## config.mk

```make
export PLATFORM = sky130hd
export DESIGN_NAME = alu_seq_ctrl
export DESIGN_NICKNAME = d
export VERILOG_FILES = /design/src/rtl/alu_seq_ctrl.sv
export SDC_FILE = /design/constraint.sdc
export NUM_CORES = 1
export LEC_CHECK = 0
export ABC_AREA = 1
export CAP_MARGIN = 15
export CORE_MARGIN = 3
export CORE_UTILIZATION = 25
export DETAILED_ROUTE_END_ITERATION = 7
export DONT_BUFFER_PORTS = 1
export PLACE_DENSITY = 0.42
export SLEW_MARGIN = 20
export SYNTH_ARGS = -nofsm -noshare
export SYNTH_HDL_FRONTEND = slang
export SYNTH_SLANG_ARGS = --single-unit
```

## constraint.sdc

```tcl
create_clock -name clk -period 4.35 [get_ports clk]
set_input_delay 0.6525 -clock clk [delete_from_list [all_inputs] [get_ports clk]]
set_output_delay 0.6525 -clock clk [all_outputs]
set_load 0.01 [all_outputs]
```

## src/rtl/alu_seq_ctrl.sv

```systemverilog
// rtl/alu_seq_ctrl.sv - ALU op decoder and sequencer with multi-cycle MUL/SLLV/SRLV
module alu_seq_ctrl #(
  parameter int WIDTH = 16
) (
  input  logic             clk,
  input  logic             rst_n,
  input  logic             in_valid,
  output logic             in_ready,
  input  logic [3:0]       opcode,
  input  logic [WIDTH-1:0] a,
  input  logic [WIDTH-1:0] b,
  output logic             out_valid,
  input  logic             out_ready,
  output logic [WIDTH-1:0] result,
  output logic [2:0]       aluop_out,
  output logic             err,
  output logic             busy
);

  localparam int SHW = $clog2(WIDTH);
  localparam int CW  = SHW + 1;

  typedef enum logic [1:0] {S_IDLE, S_EXEC, S_DONE} state_t;

  state_t           r_state;
  state_t           w_next;
  logic [WIDTH-1:0] r_a;
  logic [WIDTH-1:0] r_b;
  logic [WIDTH-1:0] r_acc;
  logic [1:0]       r_kind;
  logic [CW-1:0]    r_cnt;
  logic [WIDTH-1:0] r_result;
  logic [2:0]       r_aluop;
  logic             r_err;

  logic             w_fire;
  logic             w_multi;
  logic             w_zero_shift;
  logic             w_last;
  logic [2:0]       w_aluop;
  logic [WIDTH-1:0] w_alu_res;
  logic [WIDTH-1:0] w_acc_next;
  logic [WIDTH-1:0] w_a_next;

  assign in_ready     = (r_state == S_IDLE) && rst_n;
  assign w_fire       = in_valid && in_ready;
  // 1000 MUL, 1001 SLLV, 1010 SRLV; everything else with opcode[3] set is illegal
  assign w_multi      = opcode[3] && (opcode[2:0] <= 3'b010);
  assign w_zero_shift = (opcode[1:0] != 2'b00) && (b[SHW-1:0] == '0);
  assign w_last       = (r_cnt == CW'(1));
  assign w_aluop      = (opcode == 4'b0110) ? 3'b100 : opcode[2:0];

  always_comb begin
    w_alu_res = '0;
    case (w_aluop)
      3'b000:  w_alu_res = a + b;
      3'b001:  w_alu_res = a - b;
      3'b010:  w_alu_res = a & b;
      3'b011:  w_alu_res = a | b;
      3'b100:  w_alu_res = {{(WIDTH-1){1'b0}}, $signed(a) < $signed(b)};
      3'b101:  w_alu_res = a ^ b;
      3'b111:  w_alu_res = ~(a | b);
      default: w_alu_res = '0;
    endcase
  end

  // MUL shares the left shift of r_a as its multiplicand walk
  assign w_acc_next = r_b[0] ? (r_acc + r_a) : r_acc;
  assign w_a_next   = (r_kind == 2'b10) ? (r_a >> 1) : (r_a << 1);

  always_ff @(posedge clk or negedge rst_n) begin
    if (!rst_n) r_state <= S_IDLE;
    else        r_state <= w_next;
  end

  always_comb begin
    w_next = r_state;
    case (r_state)
      S_IDLE: if (w_fire) w_next = (w_multi && !w_zero_shift) ? S_EXEC : S_DONE;
      S_EXEC: if (w_last) w_next = S_DONE;
      S_DONE: if (out_ready) w_next = S_IDLE;
      default: w_next = S_IDLE;
    endcase
  end

  always_ff @(posedge clk or negedge rst_n) begin
    if (!rst_n) begin
      r_a      <= '0;
      r_b      <= '0;
      r_acc    <= '0;
      r_kind   <= '0;
      r_cnt    <= '0;
      r_result <= '0;
      r_aluop  <= '0;
      r_err    <= 1'b0;
    end else begin
      case (r_state)
        S_IDLE: if (w_fire) begin
          r_a    <= a;
          r_b    <= b;
          r_acc  <= '0;
          r_kind <= opcode[1:0];
          r_cnt  <= '0;
          if (!opcode[3]) begin
            r_result <= w_alu_res;
            r_aluop  <= w_aluop;
            r_err    <= 1'b0;
          end else if (!w_multi) begin
            r_result <= '0;
            r_aluop  <= 3'b000;
            r_err    <= 1'b1;
          end else if (opcode[1:0] == 2'b00) begin
            r_cnt <= CW'(WIDTH);
          end else if (w_zero_shift) begin
            r_result <= a;
            r_aluop  <= 3'b000;
            r_err    <= 1'b0;
          end else begin
            r_cnt <= {1'b0, b[SHW-1:0]};
          end
        end
        S_EXEC: begin
          r_cnt <= r_cnt - CW'(1);
          r_a   <= w_a_next;
          r_b   <= r_b >> 1;
          r_acc <= w_acc_next;
          if (w_last) begin
            r_result <= (r_kind == 2'b00) ? w_acc_next : w_a_next;
            r_aluop  <= 3'b000;
            r_err    <= 1'b0;
          end
        end
        default: ;
      endcase
    end
  end

  assign out_valid = (r_state == S_DONE);
  assign busy      = (r_state != S_IDLE);
  assign result    = r_result;
  assign aluop_out = r_aluop;
  assign err       = r_err;

endmodule
```

# Word level (Yosys, flattened, before mapping)
# Cells that the tools add are included.
[op_classes]
n_reduce_logical = 18
n_mux = 43
bitwise = 4
addsub = 4
n_eq_ne = 16
order_cmp = 2
[op_table]
columns = ["operator", "n"]
rows = [
  ["two-way mux 16 bit", 12],
  ["one-hot mux 16 bit (2 select lines)", 4],
  ["one-hot mux 16 bit (7 select lines)", 1],
  ["adder 16 bit", 2],
  ["two-way mux 3 bit", 7],
  ["two-way mux 5 bit", 4],
  ["AND 16 bit", 1],
  ["< comparator 16 bit", 1],
  ["NOT 16 bit", 1],
  ["bitwise OR 16 bit", 1],
  ["subtractor 16 bit", 1],
  ["bitwise XOR 16 bit", 1],
  ["one-hot mux 5 bit (2 select lines)", 1],
  ["== test 3 bit, second input constant", 3],
  ["two-way mux 2 bit", 4],
  ["inequality test 4 bit, second input constant", 2],
  ["== test 3 x 2 -> 1 bit, second input constant", 2],
  ["logical NOT 2 bit", 3],
  ["two-way mux 1 bit", 6],
  ["one-hot mux 2 bit (3 select lines)", 1],
  ["one-hot mux 3 bit (2 select lines)", 1],
  ["nonzero test 2 bit", 3],
  ["== test 5 x 1 -> 1 bit, second input constant", 1],
  ["logical AND 1 bit", 5],
  ["16 further kinds", 19],
]
[word_totals]
elab_cells = 96
ff_bits = 77
out_inout_bits = 23
input_bits = 40

# Depth between registers and ports, before layout
[logic_depth]
word_depth = 8
depth_mapped = 17
ltp_nobuf = 16

# Least setup slack after synthesis
# Ideal clock, no wire load.
[synth_path]
kind = "input -> register"
startpoint = "input a[0]"
endpoint = "register r_result[14] (netlist: result[14])"
path_stages = 15
setup_time_ps = 115
n_path_buf = 0
slack_ps = 2076
arrival_time_ps = 2158
required_time_ps = 4235
path_cell_list = "inv_1 ha_1 fa_1 inv_1 nand2_1 nand2_1 nand2_1 nand2_1 nand2_1 a21oi_1 nor2_1 nor2_1 nor2_1 nor2_1 nor2_1"
[synth_via]
elab_chain_len = 5
elab_cells_between_ends = 6
cone_classes = "2 x add/sub; 4 x mux"
[synth_rtl]
columns = ["item", "line_no", "source"]
rows = [
  ["start, declared", "10", "input logic [WIDTH-1:0] a,"],
  ["subtractor 16 bit / adder 16 bit (equally long branches)", "57, 56", ""],
  ["one-hot mux 16 bit (7 select lines) (*)", "55", "case (w_aluop)"],
  ["two-way mux 16 bit (*)", "104", "if (!opcode[3]) begin"],
  ["two-way mux 16 bit (*)", "98", "S_IDLE: if (w_fire) begin"],
  ["one-hot mux 16 bit (2 select lines) (*)", "97", "case (r_state)"],
  ["end signal, assigned", "105", "r_result <= w_alu_res;"],
  ["end signal, assigned", "128", "r_result <= (r_kind == 2'b00) ? w_acc_next : w_a_next;"],
  ["end, declared", "32", "logic [WIDTH-1:0] r_result;"],
]
# Every way passes the cells marked *; elsewhere a longest branch is shown, timed or not. The select of a mux whose other input is x is not followed.
# A chain may end at the register's enable or synchronous reset.

# Worst setup path in the final report
[layout_path]
startpoint = "register r_state[1]"
endpoint = "register r_result[10] (netlist: result[10])"
[layout_via]
elab_chain_len = 5
elab_cells_between_ends = 11
cone_classes = "5 x eq/ne; 1 x mux; 5 x reduce/logical"
[layout_rtl]
columns = ["item", "line_no", "source"]
rows = [
  ["start, declared", "25", "state_t r_state;"],
  ["start signal, assigned", "73", "else r_state <= w_next;"],
  ["logical NOT 2 bit", "45", "assign in_ready = (r_state == S_IDLE) && rst_n;"],
  ["logical AND 1 bit", "45", ""],
  ["via in_ready", "8", "output logic in_ready,"],
  ["logical AND 1 bit", "46", "assign w_fire = in_valid && in_ready;"],
  ["inequality test 2 bit (no source line)", "n/a", ""],
  ["AND reduction 5 bit (no source line)", "n/a", ""],
]
# The timed path passes the listed nets, and every way through them passes these cells.

==> reports/qor.txt <==
library cells used by synthesis - 45
Iteration-0 DRC Markers - 505
skew final - 9.070 ps
Post-Syn Instances - 1237
Post-layout nets - 1327
cell taking the most area after synthesis - dfrtp_1
fmax - 401.1 MHz
top sig layer - met4
register area share after synthesis - 24.49%
per-cell routed wire length - 17.84 um
R2R cell count - 10
final worst-path cycle share - 57.31%
max incr delay on CP - 430 ps
WL met1 - 13570 um
Crit path arrival time - 2720 ps
Core Area - 30830 um2
total gr overflow - 0
Final Hold Fails - 0
synthesized area - 7866 um2
Leak - 4.403 nW
EDFF count, synth - 0
Top FF cell, synth - dfrtp_1
WP data required - 4580 ps
IR drop worst, VDD - 0.0001834 V
Reg-to-Reg End - result[10]
Pwr Density - 514.3 nW/um2
stages on the worst setup path - 10
Setup TNS - 0 ps
Vias - 7796
Buffers on Ports - 0
CTS root buffer - clkbuf_16
CP Cell Sequence - nor2_2 -> inv_1 -> nor2_2 -> nand2_2 -> nand2_2 -> nand3_4 -> inv_2 -> o31ai_1 -> a21oi_1 -> a21boi_1
setup bufs post-CTS - 0
Slew @ Worst Pin - 917.6 ps
Final ANT Viol Nets - 0
wire length on met3 - 822 um
clock transition at the registers of the reported paths - 70 ps
family with the most delay on the worst path - simple AND/OR/NAND/NOR gates
Mapped Nets - 1354
RSZ-0062 raised after global routing - false
vias in the first global route - 7723
Crit Path Class - reg2reg
Tmin final - 2493 ps
Slew Limit Fails - 0
overall power - 4.392 mW
initial antenna violation count - 0
top-area cell type share of the netlist area - 24.49%
initial core utilization - 25.52%
ratio of cells with drive above 1 in the final layout - 3.457%
crit-path max FO - 23
row count - 64
dominant cell by count in the synthesized netlist - nand2_1
final WL - 28750 um
Max-slew headroom - 38.76%
mean post-synth cell area - 6.359 um2
die area - 33630 um2
number of synthesis warnings - 0
cts hold-fix bufs - 1
chip width - 183.4 um
GR Util All Layers - 17.13%
Clk Latency, worst-skew pair - 350 ps
Filler Cell Count - 3472
CP Buf/Inv Count - 2
Sinks on Clock Net - 77
Crit Reg-Reg Startpoint - r_state[1]
Die H - 183.4 um
top post-synthesis cells by area - dfrtp_1 (24%), nand2_1 (17%), ha_1 (12%), inv_1 (9.4%), nand3_1 (6.2%)
CP Launch Type - flip-flop
Worst Hold Class - in2async
slowest CP cell - dfrtp_1
IO Count - 63
Post-DP HPWL - 22360 um
post_cts resized - 0
H-tree Lvls - 3
CP endpoint kind - flip-flop
global-route wire length before repair - 45090 um
status - complete, no violations
DRC Markers - 0
met2 wire length - 13850 um
Final setup viols - 0
MaxCap Viol Count - 0
Layout area overhead - 8.557%
commonest cells in the netlist - nand2_1 (356), inv_1 (197), nand3_1 (97)
routability cong. - 0.8880
Worst R2R Setup Slack - 1860 ps
Synth Register Bits - 77
Antenna Diode Count - 0
Max Root-Sink Buffers - 2
Pre-antenna DRT Iters - 5
Vias/cell - 4.839
async set-reset flop share out of synthesis - 100.0%
largest net degree at the start of global routing - 78
CTS Buf Count - 9
CTS tree - yes
-- how the worst max path moves through the flow --
stage,startpoint,to,slack (ps)
6_report,r_state[1],result[10],1860
5_1_grt,r_state[1],result[6],1520
4_1_cts,r_state[1],result[7],1800
3_5_place_dp,a[0],result[14],1720
3_3_place_gp,a[0],result[14],1690
2_1_floorplan,a[0],result[14],2080
-- registers in the layout (all words and copies together), names as in the netlist --
register and cells:
aluop_out 3, err 1, r_cnt 5, r_kind 2
r_acc 16, result 16, r_a 16, r_state 2
r_b 16
-- cells in the final DEF, fill, tap and decap left out, types with 3 or more instances in the layout --
cell type	count
nor2_2	4
a221oi_1	6
nand3_2	3
o311ai_0	6
inv_2	5
o21bai_1	6
nand4_1	13
dfrtp_1	77
o21ai_0	91
nand3_1	97
clkinvlp_4	3
a21oi_1	58
nand3b_1	3
xor2_1	6
or2_1	8
or2_2	4
a31oi_1	11
buf_4	6
a211oi_1	5
a21o_1	6
o211ai_1	23
o31ai_1	5
o21a_1	3
fa_1	3
clkbuf_16	9
a21boi_1	5
nor2_1	76
o22ai_1	8
inv_1	197
o221ai_1	4
nor3_1	13
nand2_1	356
and2_1	3
ha_1	74
-- power by group --
part | internal [mW] | leakage [nW] | switching [mW] | total [mW]
registers | 1.05 | 0.966 | 0.348 | 1.40
clock network | 0.502 | 0.145 | 0.322 | 0.824
logic | 0.738 | 3.29 | 1.43 | 2.17
total | 2.29 | 4.40 | 2.10 | 4.39
-- through the flow --
step | cells | hold slack [ps] | instance area (um2) | util, % | setup slack [ps]
finish | 1611 | 182.9 | 8539 | 27.70 | 1857
global route | 1611 | 209.8 | 8539 | 27.70 | 1522
CTS | 1611 | 207.3 | 8539 | 27.70 | 1801
detailed placement | 1594 | 358.8 | 8195 | 26.58 | 1719
global placement | 1594 | 358.6 | 8195 | 26.58 | 1694
floorplan | 1237 | 356.9 | 7866 | - | 2076
-- kinds of logic (layout without fill, tap and decap cells) --
kind of cell | count (synthesis) | count (layout) | synth area share (%)
AND/OR/NAND/NOR | 586 | 586 | 31.45
buffers and inverters | 248 | 226 | 12.44
AO/OA/AOI/OAI | 243 | 243 | 18.42
adder cells (fa/ha/maj) | 77 | 77 | 12.53
flip-flops | 77 | 77 | 24.50
XOR/XNOR | 6 | 6 | 0.6680
-- layer usage --
| layer | up-vias | global-route usage [%] |
|---|---|---|
| met3 | 28 | 1.587 |
| met5 | - | 0 |
| li1 | 3961 | - |
| met4 | 0 | 4.662 |
| met2 | 124 | 29.65 |
| met1 | 3683 | 22.85 |
-- layout make-up --
class	instances	area (um2)	area share, %
Sequential cell	77	1927	22.56
Clock buffer	10	229.0	2.681
Timing Repair Buffer	7	72.57	0.8498
Tap cell	396	495.5	5.802
Multi-Input combinational cell	912	4966	58.15
Inverter	203	762.0	8.923
Clock inverter	6	87.58	1.026
Power figures use the tool's default switching activity.
